**src/rtl/cpu_core_if.sv**
```systemverilog
`default_nettype none
// ============================================================================
// Module   : cpu_core_if
// Purpose  : Instruction- and data-memory req/ack bus seen from the cpu_core.
// Revision : 1.0 - initial release
// ============================================================================
interface cpu_core_if #(
  parameter int DATA_WIDTH      = 16,
  parameter int INST_ADDR_WIDTH = 8,
  parameter int DATA_ADDR_WIDTH = 8
);
  logic                       o_imem_req;
  logic [INST_ADDR_WIDTH-1:0] o_imem_addr;
  logic                       i_imem_ack;
  logic [15:0]                i_imem_data;
  logic                       o_dmem_req;
  logic                       o_dmem_we;
  logic [DATA_ADDR_WIDTH-1:0] o_dmem_addr;
  logic [DATA_WIDTH-1:0]      o_dmem_wdata;
  logic                       i_dmem_ack;
  logic [DATA_WIDTH-1:0]      i_dmem_rdata;

  modport master (
    output o_imem_req, o_imem_addr, o_dmem_req, o_dmem_we, o_dmem_addr, o_dmem_wdata,
    input  i_imem_ack, i_imem_data, i_dmem_ack, i_dmem_rdata
  );

  modport slave (
    input  o_imem_req, o_imem_addr, o_dmem_req, o_dmem_we, o_dmem_addr, o_dmem_wdata,
    output i_imem_ack, i_imem_data, i_dmem_ack, i_dmem_rdata
  );
endinterface
`default_nettype wire

```
**src/rtl/cpu_core.sv**
```systemverilog
`default_nettype none
// ============================================================================
// Module   : cpu_core
// Purpose  : Multi-cycle 4-register CPU (IDLE/FETCH/EXEC/MEM/HALT) with
//            req/ack memories. CPU_CORE_RETIRE_CNT_EN builds the retire counter.
// Revision : 1.0 - initial release
// ============================================================================
module cpu_core #(
  parameter int DATA_WIDTH      = 16,
  parameter int INST_ADDR_WIDTH = 8,
  parameter int DATA_ADDR_WIDTH = 8
) (
  input  logic                       i_clk,
  input  logic                       i_rst_n,
  cpu_core_if.master                 bus,
  input  logic [1:0]                 i_dbg_sel,
  output logic [DATA_WIDTH-1:0]      o_dbg_data,
  output logic [INST_ADDR_WIDTH-1:0] o_pc,
  output logic                       o_halted,
  output logic [31:0]                o_retired,
  output logic [2:0]                 o_leds
);

  typedef enum logic [2:0] {S_IDLE, S_FETCH, S_EXEC, S_MEM, S_HALT} state_t;

  localparam logic [3:0] c_OP_ADD   = 4'd0;
  localparam logic [3:0] c_OP_SUB   = 4'd1;
  localparam logic [3:0] c_OP_AND   = 4'd2;
  localparam logic [3:0] c_OP_OR    = 4'd3;
  localparam logic [3:0] c_OP_SHIFT = 4'd4;
  localparam logic [3:0] c_OP_LOAD  = 4'd5;
  localparam logic [3:0] c_OP_STORE = 4'd6;
  localparam logic [3:0] c_OP_MOVE  = 4'd7;
  localparam logic [3:0] c_OP_JUMP  = 4'd8;
  localparam logic [3:0] c_OP_LOADC = 4'd9;
  localparam logic [3:0] c_OP_HALT  = 4'd15;

  state_t                     r_state, w_next_state;
  logic [INST_ADDR_WIDTH-1:0] r_pc;
  logic [15:0]                r_inst;
  logic [DATA_WIDTH-1:0]      r_regs [4];
  logic                       r_dmem_we;
  logic [DATA_ADDR_WIDTH-1:0] r_dmem_addr;
  logic [DATA_WIDTH-1:0]      r_dmem_wdata;
  logic                       r_halted;

  logic [3:0]                 w_op;
  logic [1:0]                 w_rd, w_x;
  logic [4:0]                 w_shamt;
  logic [DATA_WIDTH-1:0]      w_k, w_rd_val, w_b, w_result;
  logic                       w_wr_en, w_jump, w_is_mem, w_is_halt;
  logic [INST_ADDR_WIDTH-1:0] w_pc_inc, w_next_pc;

  assign w_op      = r_inst[15:12];
  assign w_rd      = r_inst[11:10];
  assign w_x       = r_inst[9:8];
  assign w_shamt   = r_inst[4:0];
  assign w_k       = DATA_WIDTH'(r_inst[7:0]);
  assign w_rd_val  = r_regs[w_rd];
  assign w_b       = w_x[1] ? w_k : r_regs[r_inst[1:0]];
  assign w_is_mem  = (w_op == c_OP_LOAD) || (w_op == c_OP_STORE);
  assign w_is_halt = (w_op == c_OP_HALT);
  assign w_pc_inc  = r_pc + INST_ADDR_WIDTH'(1);
  assign w_next_pc = w_jump ? INST_ADDR_WIDTH'(r_inst[7:0]) : w_pc_inc;

  always_comb begin
    w_result = w_rd_val;
    w_wr_en  = 1'b0;
    w_jump   = 1'b0;
    case (w_op)
      c_OP_ADD:   begin w_result = w_rd_val + w_b; w_wr_en = 1'b1; end
      c_OP_SUB:   begin w_result = w_rd_val - w_b; w_wr_en = 1'b1; end
      c_OP_AND:   begin w_result = w_rd_val & w_b; w_wr_en = 1'b1; end
      c_OP_OR:    begin w_result = w_rd_val | w_b; w_wr_en = 1'b1; end
      c_OP_SHIFT: begin
        w_wr_en = 1'b1;
        if (32'(w_shamt) >= 32'(DATA_WIDTH)) w_result = '0;
        else if (w_x[0])                     w_result = w_rd_val >> w_shamt;
        else                                 w_result = w_rd_val << w_shamt;
      end
      c_OP_MOVE:  begin w_result = r_regs[w_x]; w_wr_en = 1'b1; end
      c_OP_LOADC: begin w_result = w_k; w_wr_en = 1'b1; end
      c_OP_JUMP: begin
        case (w_x)
          2'b00:   w_jump = 1'b1;
          2'b01:   w_jump = (w_rd_val == '0);
          2'b10:   w_jump = (w_rd_val != '0);
          default: w_jump = 1'b0;
        endcase
      end
      default: ;
    endcase
  end

  always_ff @(posedge i_clk or negedge i_rst_n) begin
    if (!i_rst_n) r_state <= S_IDLE;
    else          r_state <= w_next_state;
  end

  always_comb begin
    w_next_state = r_state;
    case (r_state)
      S_IDLE:  w_next_state = S_FETCH;
      S_FETCH: if (bus.i_imem_ack) w_next_state = S_EXEC;
      S_EXEC: begin
        if (w_is_mem)       w_next_state = S_MEM;
        else if (w_is_halt) w_next_state = S_HALT;
        else                w_next_state = S_FETCH;
      end
      S_MEM:   if (bus.i_dmem_ack) w_next_state = S_FETCH;
      S_HALT:  w_next_state = S_HALT;
      default: w_next_state = S_IDLE;
    endcase
  end

  always_ff @(posedge i_clk or negedge i_rst_n) begin
    if (!i_rst_n) begin
      r_pc         <= '0;
      r_inst       <= '0;
      r_dmem_we    <= 1'b0;
      r_dmem_addr  <= '0;
      r_dmem_wdata <= '0;
      r_halted     <= 1'b0;
      for (int i = 0; i < 4; i++) r_regs[i] <= '0;
    end else begin
      case (r_state)
        S_FETCH: if (bus.i_imem_ack) r_inst <= bus.i_imem_data;
        S_EXEC: begin
          if (w_wr_en) r_regs[w_rd] <= w_result;
          if (w_is_mem) begin
            r_dmem_we    <= (w_op == c_OP_STORE);
            r_dmem_addr  <= DATA_ADDR_WIDTH'(r_inst[7:0]);
            r_dmem_wdata <= w_rd_val;
          end else if (w_is_halt) begin
            r_halted <= 1'b1;
          end else begin
            r_pc <= w_next_pc;
          end
        end
        S_MEM: if (bus.i_dmem_ack) begin
          if (!r_dmem_we) r_regs[w_rd] <= bus.i_dmem_rdata;
          r_dmem_we <= 1'b0;
          r_pc      <= w_pc_inc;
        end
        default: ;
      endcase
    end
  end

`ifdef CPU_CORE_RETIRE_CNT_EN
  logic [31:0] r_retired;
  logic        w_retire;
  // Non-memory ops (including HALT) complete in EXEC; memory ops on their ack.
  assign w_retire = ((r_state == S_EXEC) && !w_is_mem) ||
                    ((r_state == S_MEM) && bus.i_dmem_ack);
  always_ff @(posedge i_clk or negedge i_rst_n) begin
    if (!i_rst_n)      r_retired <= '0;
    else if (w_retire) r_retired <= r_retired + 32'd1;
  end
  assign o_retired = r_retired;
`else
  assign o_retired = 32'd0;
`endif

  assign bus.o_imem_req   = (r_state == S_FETCH);
  assign bus.o_imem_addr  = r_pc;
  assign bus.o_dmem_req   = (r_state == S_MEM);
  assign bus.o_dmem_we    = r_dmem_we;
  assign bus.o_dmem_addr  = r_dmem_addr;
  assign bus.o_dmem_wdata = r_dmem_wdata;
  assign o_dbg_data       = r_regs[i_dbg_sel];
  assign o_pc             = r_pc;
  assign o_halted         = r_halted;
  assign o_leds           = r_regs[0][2:0];

endmodule
`default_nettype wire
```
**src/flat_wrapper.sv**
```systemverilog
// flat-port wrapper written by rule: the top's interface ports become plain ports
module cpu_core_flat 
#(
  parameter int DATA_WIDTH      = 16,
  parameter int INST_ADDR_WIDTH = 8,
  parameter int DATA_ADDR_WIDTH = 8
)
  (i_clk, i_rst_n, i_dbg_sel, o_dbg_data, o_pc, o_halted, o_retired, o_leds, bus_o_imem_req, bus_o_imem_addr, bus_o_dmem_req, bus_o_dmem_we, bus_o_dmem_addr, bus_o_dmem_wdata, bus_i_imem_ack, bus_i_imem_data, bus_i_dmem_ack, bus_i_dmem_rdata);
  cpu_core_if #(.DATA_WIDTH(DATA_WIDTH), .INST_ADDR_WIDTH(INST_ADDR_WIDTH), .DATA_ADDR_WIDTH(DATA_ADDR_WIDTH)) bus_i ();
  input  logic i_clk;
  input  logic i_rst_n;
  input  logic [1:0] i_dbg_sel;
  output logic [DATA_WIDTH-1:0] o_dbg_data;
  output logic [INST_ADDR_WIDTH-1:0] o_pc;
  output logic o_halted;
  output logic [31:0] o_retired;
  output logic [2:0] o_leds;
  output wire logic [$bits(bus_i.o_imem_req)-1:0] bus_o_imem_req;
  output wire logic [$bits(bus_i.o_imem_addr)-1:0] bus_o_imem_addr;
  output wire logic [$bits(bus_i.o_dmem_req)-1:0] bus_o_dmem_req;
  output wire logic [$bits(bus_i.o_dmem_we)-1:0] bus_o_dmem_we;
  output wire logic [$bits(bus_i.o_dmem_addr)-1:0] bus_o_dmem_addr;
  output wire logic [$bits(bus_i.o_dmem_wdata)-1:0] bus_o_dmem_wdata;
  input wire logic [$bits(bus_i.i_imem_ack)-1:0] bus_i_imem_ack;
  input wire logic [$bits(bus_i.i_imem_data)-1:0] bus_i_imem_data;
  input wire logic [$bits(bus_i.i_dmem_ack)-1:0] bus_i_dmem_ack;
  input wire logic [$bits(bus_i.i_dmem_rdata)-1:0] bus_i_dmem_rdata;
  assign bus_o_imem_req = bus_i.o_imem_req;
  assign bus_o_imem_addr = bus_i.o_imem_addr;
  assign bus_o_dmem_req = bus_i.o_dmem_req;
  assign bus_o_dmem_we = bus_i.o_dmem_we;
  assign bus_o_dmem_addr = bus_i.o_dmem_addr;
  assign bus_o_dmem_wdata = bus_i.o_dmem_wdata;
  assign bus_i.i_imem_ack = bus_i_imem_ack;
  assign bus_i.i_imem_data = bus_i_imem_data;
  assign bus_i.i_dmem_ack = bus_i_dmem_ack;
  assign bus_i.i_dmem_rdata = bus_i_dmem_rdata;
  cpu_core #(.DATA_WIDTH(DATA_WIDTH), .INST_ADDR_WIDTH(INST_ADDR_WIDTH), .DATA_ADDR_WIDTH(DATA_ADDR_WIDTH)) u_core (.i_clk(i_clk), .i_rst_n(i_rst_n), .bus(bus_i), .i_dbg_sel(i_dbg_sel), .o_dbg_data(o_dbg_data), .o_pc(o_pc), .o_halted(o_halted), .o_retired(o_retired), .o_leds(o_leds));
endmodule
```
**config.mk**
```make
export PLATFORM = sky130hd
export DESIGN_NAME = cpu_core_flat
export DESIGN_NICKNAME = d
export VERILOG_FILES = /design/src/rtl/cpu_core_if.sv /design/src/rtl/cpu_core.sv /design/src/flat_wrapper.sv
export SDC_FILE = /design/constraint.sdc
export NUM_CORES = 1
export LEC_CHECK = 0
export BUFFER_PORTS_ARGS = -buffer_cell sky130_fd_sc_hd__buf_2
export CAP_MARGIN = 20
export CORE_MARGIN = 2
export CORE_UTILIZATION = 55
export CTS_BUF_LIST = sky130_fd_sc_hd__clkbuf_16
export DETAILED_ROUTE_END_ITERATION = 6
export GPL_ROUTABILITY_DRIVEN = 0
export PLACE_DENSITY = 0.81
export SYNTH_ARGS = -nofsm -noshare
export SYNTH_HDL_FRONTEND = slang
export SYNTH_SLANG_ARGS = --single-unit
```
**constraint.sdc**
```tcl
create_clock -name i_clk -period 6.9 [get_ports i_clk]
set_clock_uncertainty 0.15 [all_clocks]
set_input_delay 0 -clock i_clk [delete_from_list [all_inputs] [get_ports i_clk]]
set_output_delay 0 -clock i_clk [all_outputs]
set_load 0.05 [all_outputs]
```
==> reports/results.md <==
| Quantity | Value |
| --- | --- |
| Result of the run | finished, violations left |
| Violations in the final reports | design-rule violations |
| Overflow after GRT | 0 |
| Launching element of the worst setup path | u_core.r_inst[1] |
| Mean cell area of the mapped netlist | 9.53 um2 |
| Vias per inst | 7.04 |
| Sum of net half-perimeters after detailed placement | 24800 um |
| Leading area contributor after synthesis | sky130_fd_sc_hd__dfrtp_1 |
| Largest net degree at the start of global routing | 72 |
| Cell area after technology mapping | 10700 um2 |
| X dimension of the die | 144 um |
| CTS H-Tree Depth | 4 |
| Portion of the post-synthesis area used by sequential elements | 27.3% |
| Actual transition at the worst max-transition pin | 1140 ps |
| NumNets Final | 1259 |
| Reg2reg end | u_core.r_regs[60] |
| Period utilisation layout | 82.5% |
| Predominant post-synthesis flop cell | sky130_fd_sc_hd__dfrtp_1 |
| Share of synthesized flip-flops with an asynchronous set or reset | 100% |
| Total I/O pin count | 133 |
| Per-cell routed wire length | 24.5 um |
| Category of the worst setup path launch point | flip-flop |
| Die Outline Area | 20600 um2 |
| Wire length of the first global-routing pass | 55000 um |
| Area of the core region | 19300 um2 |
| Total detailed-routing wirelength | 36100 um |
| Number of flops mapped to enable cells by yosys | 0 |
| Largest fanout of any net on the critical path | 24 |
| Clock root buffer master | sky130_fd_sc_hd__clkbuf_16 |
| Cell count after synthesis | 1126 |
| Share of post-route cells with drive strength above 1 | 26.5% |
| Crit Path Category | reg -> reg |
| Crit path required time | 7020 ps |
| Dominant cell by count in the synthesized netlist | sky130_fd_sc_hd__nand2_1 |
| Final hold viol count | 0 |
| Die outline height | 144 um |
| Capture point of the critical path | u_core.r_regs[60] |
| Maximum clock frequency | 176 MHz |
| Total of endpoints with negative setup slack in the final report | 0 |
| TritonCTS Buffers | 17 |
| Register clock-pin slew on the reported worst setup and hold paths | 60 ps |
| Class of the most critical hold timing path | in -> reg |
| Diode count | 0 |
| Filler cells | 1577 |
| Number of placement rows | 51 |
| First-iteration detailed-routing DRC count | 1822 |
| Count of cell types in the netlist | 77 |
| Clock Sink Count | 117 |
| Crit path time final | 5690 ps |
| Share of the synthesized area in the top cell type | 27.3% |
| Warnings, synthesis | 0 |
| Vias in the first global route | 9757 |
| Setup repair after global routing missed its margin | no |
| Post-CTS Resized | 0 |
| Count of antenna-violating nets left after detailed routing | 0 |
| Port bufs | 100 |
| Count of vias placed by the detailed router | 10393 |
| Clock latency at the later pin of the worst-skew pair | 430 ps |
| Number of max-cap violations | 0 |
| Worst Path Arrival | 5820 ps |
| Deepest clock path buffer count | 2 |
| Depth of the worst register-to-register path | 14 |
| TNS Setup | 0 ps |
| GRT Resource Usage Total | 35.2% |
| Flip-flop and latch count after synthesis | 117 |
| Relative slew slack | 23.8% |
| Reg-to-reg slack, setup | 1210 ps |
| Category of the worst setup path capture point | flip-flop |
| DRC violation count after routing | 158 |
| Synth cell count leaders | 129 x sky130_fd_sc_hd__nand2_1, 117 x sky130_fd_sc_hd__dfrtp_1, 95 x sky130_fd_sc_hd__mux4_2 |
| Number of iterations in the first detailed-routing pass | 7 |
| Largest cells by area after synthesis | sky130_fd_sc_hd__dfrtp_1 27%, sky130_fd_sc_hd__mux4_2 20%, sky130_fd_sc_hd__mux2_2 5.4% |
| Number of antenna violations at the first check in global routing | 0 |
| TritonCTS clock tree | built |
| Starting density of the core | 55.7% |
| Launch point of the worst reg-to-reg path | u_core.r_inst[1] |
| Growth of design area from synthesis to finish | 12.2% |
| Number of pins exceeding their max-slew limit in the final report | 0 |
flip-flops by register name, indices dropped and copies added (netlist names):
| name | cells |
|---|---|
| u_core.bus.o_imem_addr | 8 |
| u_core.r_state | 3 |
| u_core.o_halted | 1 |
| u_core.bus.o_dmem_we | 1 |
| u_core.bus.o_dmem_addr | 8 |
| u_core.r_regs | 61 |
| u_core.r_inst | 16 |
| u_core.bus.o_dmem_wdata | 16 |
| u_core.o_leds | 3 |
logic make-up after synthesis:
logic type / count (synthesis) / synth area share [%]
buffers and inverters: 157 / 7.52
adders and majority gates: 23 / 2.73
xor gates and xnor gates: 21 / 1.78
and+or+nand+nor: 316 / 13.6
DFF: 117 / 27.3
other: 1 / 0.0349
muxes: 182 / 28.7
AOI/OAI and AO/OA: 309 / 18.4
worst max-delay path, cell delays in order, from the launching register on:
cell and delay, ps:
sky130_fd_sc_hd__dfrtp_1 1000, sky130_fd_sc_hd__mux2i_1 190, sky130_fd_sc_hd__o31ai_1 680, sky130_fd_sc_hd__inv_1 200
sky130_fd_sc_hd__ha_1 340, sky130_fd_sc_hd__mux2i_1 120, sky130_fd_sc_hd__fa_1 500, sky130_fd_sc_hd__a21o_1 180
sky130_fd_sc_hd__a21oi_1 280, sky130_fd_sc_hd__o211ai_1 160, sky130_fd_sc_hd__a221oi_1 500, sky130_fd_sc_hd__o21bai_1 140
sky130_fd_sc_hd__mux2i_1 140, sky130_fd_sc_hd__a221oi_1 780, sky130_fd_sc_hd__o31ai_1 180
cell type report:
| class | count | area (um2) | area share (%) |
|---|---|---|---|
| Timing Repair Buffer | 154 | 993 | 8.25 |
| Clock buffer | 17 | 425 | 3.53 |
| Inverter | 26 | 97.6 | 0.810 |
| Tap cell | 265 | 332 | 2.75 |
| Multi-Input combinational cell | 883 | 7130 | 59.2 |
| Clock inverter | 15 | 131 | 1.09 |
| Sequential cell | 117 | 2930 | 24.3 |
timing repair:
action,4_1_cts,5_1_grt
buffers inserted,0,0
endpoints found under the hold margin,115,0
hold buffers,35,0
placed cells by master, fill, tap and decap left out, types with 10 or more instances in the layout:
cell	n
sky130_fd_sc_hd__nor2_1	84
sky130_fd_sc_hd__a21o_1	10
sky130_fd_sc_hd__nor3_1	14
sky130_fd_sc_hd__conb_1	32
sky130_fd_sc_hd__xor2_1	18
sky130_fd_sc_hd__nand2b_1	12
sky130_fd_sc_hd__nand3_1	19
sky130_fd_sc_hd__a31oi_1	14
sky130_fd_sc_hd__dlygate4sd3_1	35
sky130_fd_sc_hd__mux2i_1	32
sky130_fd_sc_hd__o21ai_1	21
sky130_fd_sc_hd__ha_1	21
sky130_fd_sc_hd__clkbuf_16	17
sky130_fd_sc_hd__dfrtp_1	115
sky130_fd_sc_hd__mux2_2	51
sky130_fd_sc_hd__or3_1	10
sky130_fd_sc_hd__mux4_2	95
sky130_fd_sc_hd__a21oi_1	60
sky130_fd_sc_hd__buf_2	100
sky130_fd_sc_hd__a211oi_1	11
sky130_fd_sc_hd__buf_4	19
sky130_fd_sc_hd__nand2_1	129
sky130_fd_sc_hd__inv_1	24
sky130_fd_sc_hd__o31ai_1	20
sky130_fd_sc_hd__o21ai_0	88
worst min path at each step:
| stage | end | startpoint | cells past startpoint | slack, ps |
|---|---|---|---|---|
| 2_1_floorplan | u_core.bus.o_dmem_addr[0] | i_rst_n | 0 | -450 |
| 3_3_place_gp | u_core.bus.o_dmem_addr[7] | i_rst_n | 1 | -100 |
| 3_5_place_dp | u_core.bus.o_dmem_addr[7] | i_rst_n | 1 | -90 |
| 4_1_cts | u_core.r_regs[14] | bus_i_dmem_rdata[14] | 5 | 70 |
| 5_1_grt | u_core.r_regs[30] | bus_i_dmem_rdata[14] | 5 | 80 |
| 6_report | u_core.r_regs[14] | bus_i_dmem_rdata[14] | 5 | 120 |
per-stage QoR:
step	cells	area, um2	hold WS [ps]	worst slack (ps)	util [%]
CTS	1476	12000	66.9	1400	62.5
detailed placement	1409	11100	-93.7	1450	57.8
global placement	1409	11100	-103	1630	57.8
finish	1477	12000	123	1210	62.5
floorplan	1157	10800	-446	2580	-
global route	1477	12000	80.3	1040	62.5
routing by layer:
| metal | part of all wire [%] | global-route usage (%) | vias up |
|---|---|---|---|
| met3 | 15 | 14.0 | 209 |
| met5 | 0 | 0 | - |
| met2 | 43 | 51.4 | 946 |
| li1 | - | - | 4359 |
| met4 | 6.6 | 18.5 | 0 |
| met1 | 36 | 45.3 | 4879 |
Power is left out: the tool's default activity adds up to more than one toggle a clock period on the data nets, which glitch-free logic cannot reach.
